$ cat src/rtl/uart_host_link.sv
// Host-side UART link endpoint: ships a 32-bit instruction as four 8N1 bytes,
// then gathers the 128-byte register-file dump returned by the processor board.
module uart_host_link #(
    parameter int CLKS_PER_BIT   = 104,
    parameter int TIMEOUT_CYCLES = 24000
) (
    input  logic          clk,
    input  logic          reset,
    input  logic          inst_valid,
    output logic          inst_ready,
    input  logic [31:0]   inst_data,
    output logic          tx,
    input  logic          rx,
    output logic [1023:0] regfile,
    output logic          regfile_valid,
    output logic          busy,
    output logic          error
);

    localparam int BAUD_W = $clog2(CLKS_PER_BIT);
    localparam int TO_W   = $clog2(TIMEOUT_CYCLES + 1);
    localparam logic [BAUD_W-1:0] BAUD_LAST = BAUD_W'(CLKS_PER_BIT - 1);
    localparam logic [BAUD_W-1:0] BAUD_HALF = BAUD_W'(CLKS_PER_BIT / 2 - 1);
    localparam logic [TO_W-1:0]   TO_LIMIT  = TO_W'(TIMEOUT_CYCLES);

    typedef enum logic [1:0] {IDLE, SEND, RECV, DONE} state_t;

    state_t              state, state_next;
    logic [31:0]         inst_q;
    logic [6:0]          byte_cnt;
    logic [BAUD_W-1:0]   tx_baud;
    logic [3:0]          tx_bit;
    logic [7:0]          tx_byte;
    logic [TO_W-1:0]     timeout_cnt;
    logic [1023:0]       shadow;

    logic                rx_p0, rx_p1, rx_prev;
    logic                rx_active;
    logic [BAUD_W-1:0]   rx_baud;
    logic [3:0]          rx_bit;
    logic [7:0]          rx_shift;

    logic rx_tick, rx_stop, byte_done, frame_bad, send_last, timeout_hit;

    // bit 0 is the start-bit recheck at half a bit; later bits land on centres
    assign rx_tick     = rx_active && (rx_baud == ((rx_bit == 4'd0) ? BAUD_HALF : BAUD_LAST));
    assign rx_stop     = rx_tick && (rx_bit == 4'd9);
    assign byte_done   = rx_stop && rx_p1;
    assign frame_bad   = rx_stop && !rx_p1;
    assign send_last   = (tx_baud == BAUD_LAST) && (tx_bit == 4'd9) && (byte_cnt[1:0] == 2'd3);
    assign timeout_hit = timeout_cnt >= TO_LIMIT;

    assign inst_ready = (state == IDLE);
    assign busy       = (state != IDLE);
    assign tx_byte    = inst_q[{byte_cnt[1:0], 3'b000} +: 8];

    always_comb begin
        tx = 1'b1;
        if (state == SEND) begin
            case (tx_bit)
                4'd0:    tx = 1'b0;
                4'd9:    tx = 1'b1;
                default: tx = tx_byte[3'(tx_bit - 4'd1)];
            endcase
        end
    end

    always_comb begin
        state_next = state;
        case (state)
            IDLE: if (inst_valid) state_next = SEND;
            SEND: if (send_last) state_next = RECV;
            RECV: begin
                if (frame_bad || timeout_hit)
                    state_next = IDLE;
                else if (byte_done && byte_cnt == 7'd127)
                    state_next = DONE;
            end
            DONE:    state_next = IDLE;
            default: state_next = IDLE;
        endcase
    end

    // Synchroniser and receiver; sync flops clear low so a line held low
    // through reset cannot fake a start edge until it has been seen high.
    always_ff @(posedge clk) begin
        if (reset) begin
            rx_p0     <= 1'b0;
            rx_p1     <= 1'b0;
            rx_prev   <= 1'b0;
            rx_active <= 1'b0;
            rx_baud   <= '0;
            rx_bit    <= 4'd0;
            rx_shift  <= 8'd0;
        end else begin
            rx_p0   <= rx;
            rx_p1   <= rx_p0;
            rx_prev <= rx_p1;
            if (!rx_active) begin
                if (rx_prev && !rx_p1) begin
                    rx_active <= 1'b1;
                    rx_baud   <= '0;
                    rx_bit    <= 4'd0;
                end
            end else if (rx_tick) begin
                rx_baud <= '0;
                if (rx_bit == 4'd0) begin
                    if (rx_p1) rx_active <= 1'b0;
                    else       rx_bit    <= 4'd1;
                end else if (rx_bit == 4'd9) begin
                    rx_active <= 1'b0;
                end else begin
                    rx_shift <= {rx_p1, rx_shift[7:1]};
                    rx_bit   <= rx_bit + 4'd1;
                end
            end else begin
                rx_baud <= rx_baud + 1'b1;
            end
        end
    end

    always_ff @(posedge clk) begin
        if (reset) begin
            state         <= IDLE;
            inst_q        <= 32'd0;
            byte_cnt      <= 7'd0;
            tx_baud       <= '0;
            tx_bit        <= 4'd0;
            timeout_cnt   <= '0;
            shadow        <= '0;
            regfile       <= '0;
            regfile_valid <= 1'b0;
            error         <= 1'b0;
        end else begin
            state         <= state_next;
            regfile_valid <= 1'b0;
            error         <= 1'b0;
            case (state)
                IDLE: begin
                    if (inst_valid) begin
                        inst_q   <= inst_data;
                        byte_cnt <= 7'd0;
                        tx_baud  <= '0;
                        tx_bit   <= 4'd0;
                    end
                end
                SEND: begin
                    if (tx_baud == BAUD_LAST) begin
                        tx_baud <= '0;
                        if (tx_bit == 4'd9) begin
                            tx_bit <= 4'd0;
                            if (byte_cnt[1:0] == 2'd3) begin
                                byte_cnt    <= 7'd0;
                                timeout_cnt <= '0;
                            end else begin
                                byte_cnt <= byte_cnt + 7'd1;
                            end
                        end else begin
                            tx_bit <= tx_bit + 4'd1;
                        end
                    end else begin
                        tx_baud <= tx_baud + 1'b1;
                    end
                end
                RECV: begin
                    if (frame_bad || timeout_hit) begin
                        error <= 1'b1;
                    end else if (byte_done) begin
                        shadow[{byte_cnt, 3'b000} +: 8] <= rx_shift;
                        byte_cnt    <= byte_cnt + 7'd1;
                        timeout_cnt <= '0;
                    end else begin
                        timeout_cnt <= timeout_cnt + 1'b1;
                    end
                end
                DONE: begin
                    regfile       <= shadow;
                    regfile_valid <= 1'b1;
                end
                default: ;
            endcase
        end
    end

endmodule
$ cat config.mk
export PLATFORM = sky130hd
export DESIGN_NAME = uart_host_link
export DESIGN_NICKNAME = d
export VERILOG_FILES = /design/src/rtl/uart_host_link.sv
export SDC_FILE = /design/constraint.sdc
export NUM_CORES = 2
export LEC_CHECK = 0
export CORE_MARGIN = 2
export CORE_UTILIZATION = 30
export DETAILED_ROUTE_END_ITERATION = 12
export REMOVE_ABC_BUFFERS = 1
export SYNTH_ARGS = -nofsm -noshare
export SYNTH_HDL_FRONTEND = slang
export SYNTH_SLANG_ARGS = --single-unit
$ cat constraint.sdc
create_clock -name clk -period 6.6 [get_ports clk]
set_clock_uncertainty 0.2 [all_clocks]
set_input_delay 0.66 -clock clk [delete_from_list [all_inputs] [get_ports clk]]
set_output_delay 0.66 -clock clk [all_outputs]
set_load 0.01 [all_outputs]
==> results.md <==
- Worst-skew pair later-pin latency: 0.91 ns
- CP endpoint kind: flop
- CTS tree: done
- Worst Tran Pin Value: 1.34 ns
- Startpoint type of the worst setup path: flop
- Die Height: 527 µm
- Top cells by area, synth: dfxtp_1 52%, mux2i_1 23%, nand2_1 5.9%, nor2_1 4.9%, nand3_1 2.6%
- Final ANT Viol Nets: 0
- Final period util: 75.2%
- Status: finished clean
- CTS Buffer Depth: 4
- DRT iter0 DRCs: 4791
- Port bufs: 1064
- Setup_tns: 0 ns
- Vias in the first global route: 62700
- Net switching power: 7.18 mW
- Vias per cell: 4.99
- Post-route DRC violation count: 0
- Post-Place Setup Slack: 1.69 ns
- Comb pwr share: 7.7%
- DRT Wirelength: 314 mm
- Leading cell type in the layout, fill and taps excluded: dfxtp_1
- Fin crit period: 4.97 ns
- Overflow after GRT: 0
- Final Wtd Congestion: 0.839
- Die area: 278000 µm²
- Dpl hpwl: 212 mm
- Area growth syn-to-layout: 26.5%
- Post-synthesis register bit count: 2140
- Syn Inst Count: 8374
- P_leak: 37.7 nW
- Synth area leader: dfxtp_1
- Core area: 273000 µm²
- Fmax: 0.201 GHz
- Post-CTS setup buffers: 0
- CP required: 7.15 ns
- Ports: 1065
- RSZ-0062 raised after global routing: no
- Worst Hold Class: primary input to flop
- Non-Filler Instances: 12900
- CP cell instances: inv_1 > ha_1 > nor2b_1 > a2111oi_4 > or2_4 > buf_4 > nand3_1 > o31ai_1
- WP data arrival: 5.52 ns
- Power share of the clock group: 46.7%
- WS Path Type: flop to flop
- Post-synthesis sequential area ratio: 52.1%
- Synth warnings: 0
- Total track usage: 21.6%
- Global-route wire length before repair: 447 mm
- Post-synth cell types: 79
- EDFF count, synth: 0
- Min setup slack post-route: 1.63 ns
- Sink Count: 2140
- Leading cell types in the layout, fill and taps excluded: 2132 x dfxtp_1, 1916 x mux2i_1, 1278 x nand2_1, 1069 x nor2_1, 1063 x clkdlybuf4s50_1
- Netlist Area Pre-Place: 82200 µm²
- Placed Cells: 12400
- Synth Flop Type: dfxtp_1
- CP Max Fanout: 50
- Drt wl/cell: 24.4 µm
- Int Pwr: 21.4 mW
- Initial antenna violation count: 31
- Max-cap violation count: 0
- Sw frac: 25.2%
- DRT Pass-1 Iters: 6
- Layout cells sized above 1: 7.25%
- Clock root cell: clkbuf_16
- CTS buffer count: 229
- Clock transition at path regs: 0.06 ns
- Synth top area share: 52.1%
- Final setup violation count: 0
- # nets final: 9144
- CP max-delay cell: or2_4
- Largest net degree at the start of global routing: 214
- Starting Density: 30.1%
- Final hold vios: 0
- Worst stage delay on the critical path: 0.89 ns
- Async SR Flop Fraction: 0%
- Rel. slew slack: 10.4%
- Row count: 192
- Mapped Avg Cell Area: 9.82 µm²
- Flop pwr share: 45.5%
- Chip width: 527 µm
- Total power per unit cell area: 275 nW/µm²
- Final Max Tran Viols: 0
- H-tree depth: 4
- Vias: 64200
- VDD IR max: 251 µV
synth_stat cells (all sizes together) (6+ instances only):
master / number
a211oi: 9
inv: 24
nand3: 446
nand2: 1290
mux2i: 1916
a21oi: 74
nor4: 10
mux4: 8
o31ai: 148
o211ai: 147
nand4: 30
a31oi: 10
nand2b: 6
nor3b: 24
o21ai: 43
clkbuf: 507
ha: 20
buf: 203
dfxtp: 2140
and2: 35
or2: 9
nor2b: 9
nor3: 42
nor2: 1074
nand3b: 11
or3: 55
sequential cells by signal, indices dropped and copies added (netlist names), 7 cells and up:
signal / flops
regfile: 1024
rx_baud: 7
inst_q: 32
timeout_cnt: 15
byte_cnt: 7
tx_baud: 7
rx_shift: 8
shadow: 1024
kinds of logic (layout without fill, tap and decap cells):
logic type	Yosys count	count (layout)	share of synthesized area [%]
flops	2140	2140	52.1
buf+inv	735	1636	3.57
xor+xnor	7	7	0.0746
fa+ha+maj	20	20	0.304
compound gates	479	479	4.13
simple gates	3068	3068	16.2
other cells	0	15	0
mux	1925	1925	23.6
metrics by stage:
stage               instance area, µm²  total power [mW]  hold slack (ns)  util [%]
floorplan                        79300              16.8            0.214         -
global placement                 96100              15.5            0.241      35.2
detailed placement               96100              15.5            0.237      35.2
CTS                             104000              28.8           0.0757      38.0
global route                    104000              29.4            0.118      38.0
finish                          104000              28.6            0.158      38.1
power groups by stage:
stage / sequential (mW) / combinational (mW) / clock, mW
2_1_floorplan: 13.3 / 3.47 / 0
4_1_cts: 13.0 / 2.22 / 13.6
6_report: 13.0 / 2.21 / 13.3
3_3_place_gp: 13.3 / 2.19 / 0
5_1_grt: 13.0 / 2.33 / 14.1
3_5_place_dp: 13.3 / 2.22 / 0
worst max-delay path: cells and delay by family (launching register included):
| kind | cells | cell delay [ns] |
|---|---|---|
| fa+ha+maj | 1 | 0.37 |
| simple gates | 3 | 1.51 |
| compound gates | 2 | 0.96 |
| buf+inv | 2 | 0.87 |
| flops | 1 | 0.88 |
layer usage:
layer  GRT usage, %  share of wire, %
met5              0             0.048
met1           26.5                42
met2           34.4                45
met3           6.90               8.6
met4           9.40               4.6
worst paths after layout:
path	from	end	slack, ns	depth (start not counted)
worst max-delay path	byte_cnt[1]	shadow[299]	1.63	8
worst max register to register	byte_cnt[1]	shadow[299]	1.63	8
worst min register to register	inst_q[31]	inst_q[31]	0.25	2
worst min-delay path	inst_data[15]	inst_q[15]	0.16	3
timing repair:
item,in CTS,in global routing
hold buffers,1,0
endpoints found under the setup margin,0,0
hold endpoints to repair,27,0
resized for setup,0,0
layout make-up:
| type | instances | area (µm²) |
|---|---|---|
| clock buffers | 336 | 6710 |
| flip-flops and latches | 2140 | 42900 |
| diodes | 15 | 37.5 |
| repair buffers | 1193 | 11800 |
| multi-input cells | 5499 | 36800 |
| fillers | 26600 | 169000 |
| clock inverters | 82 | 1120 |
| well taps | 3589 | 4490 |
| inverters | 25 | 101 |
(Power assumes the default switching activity.)
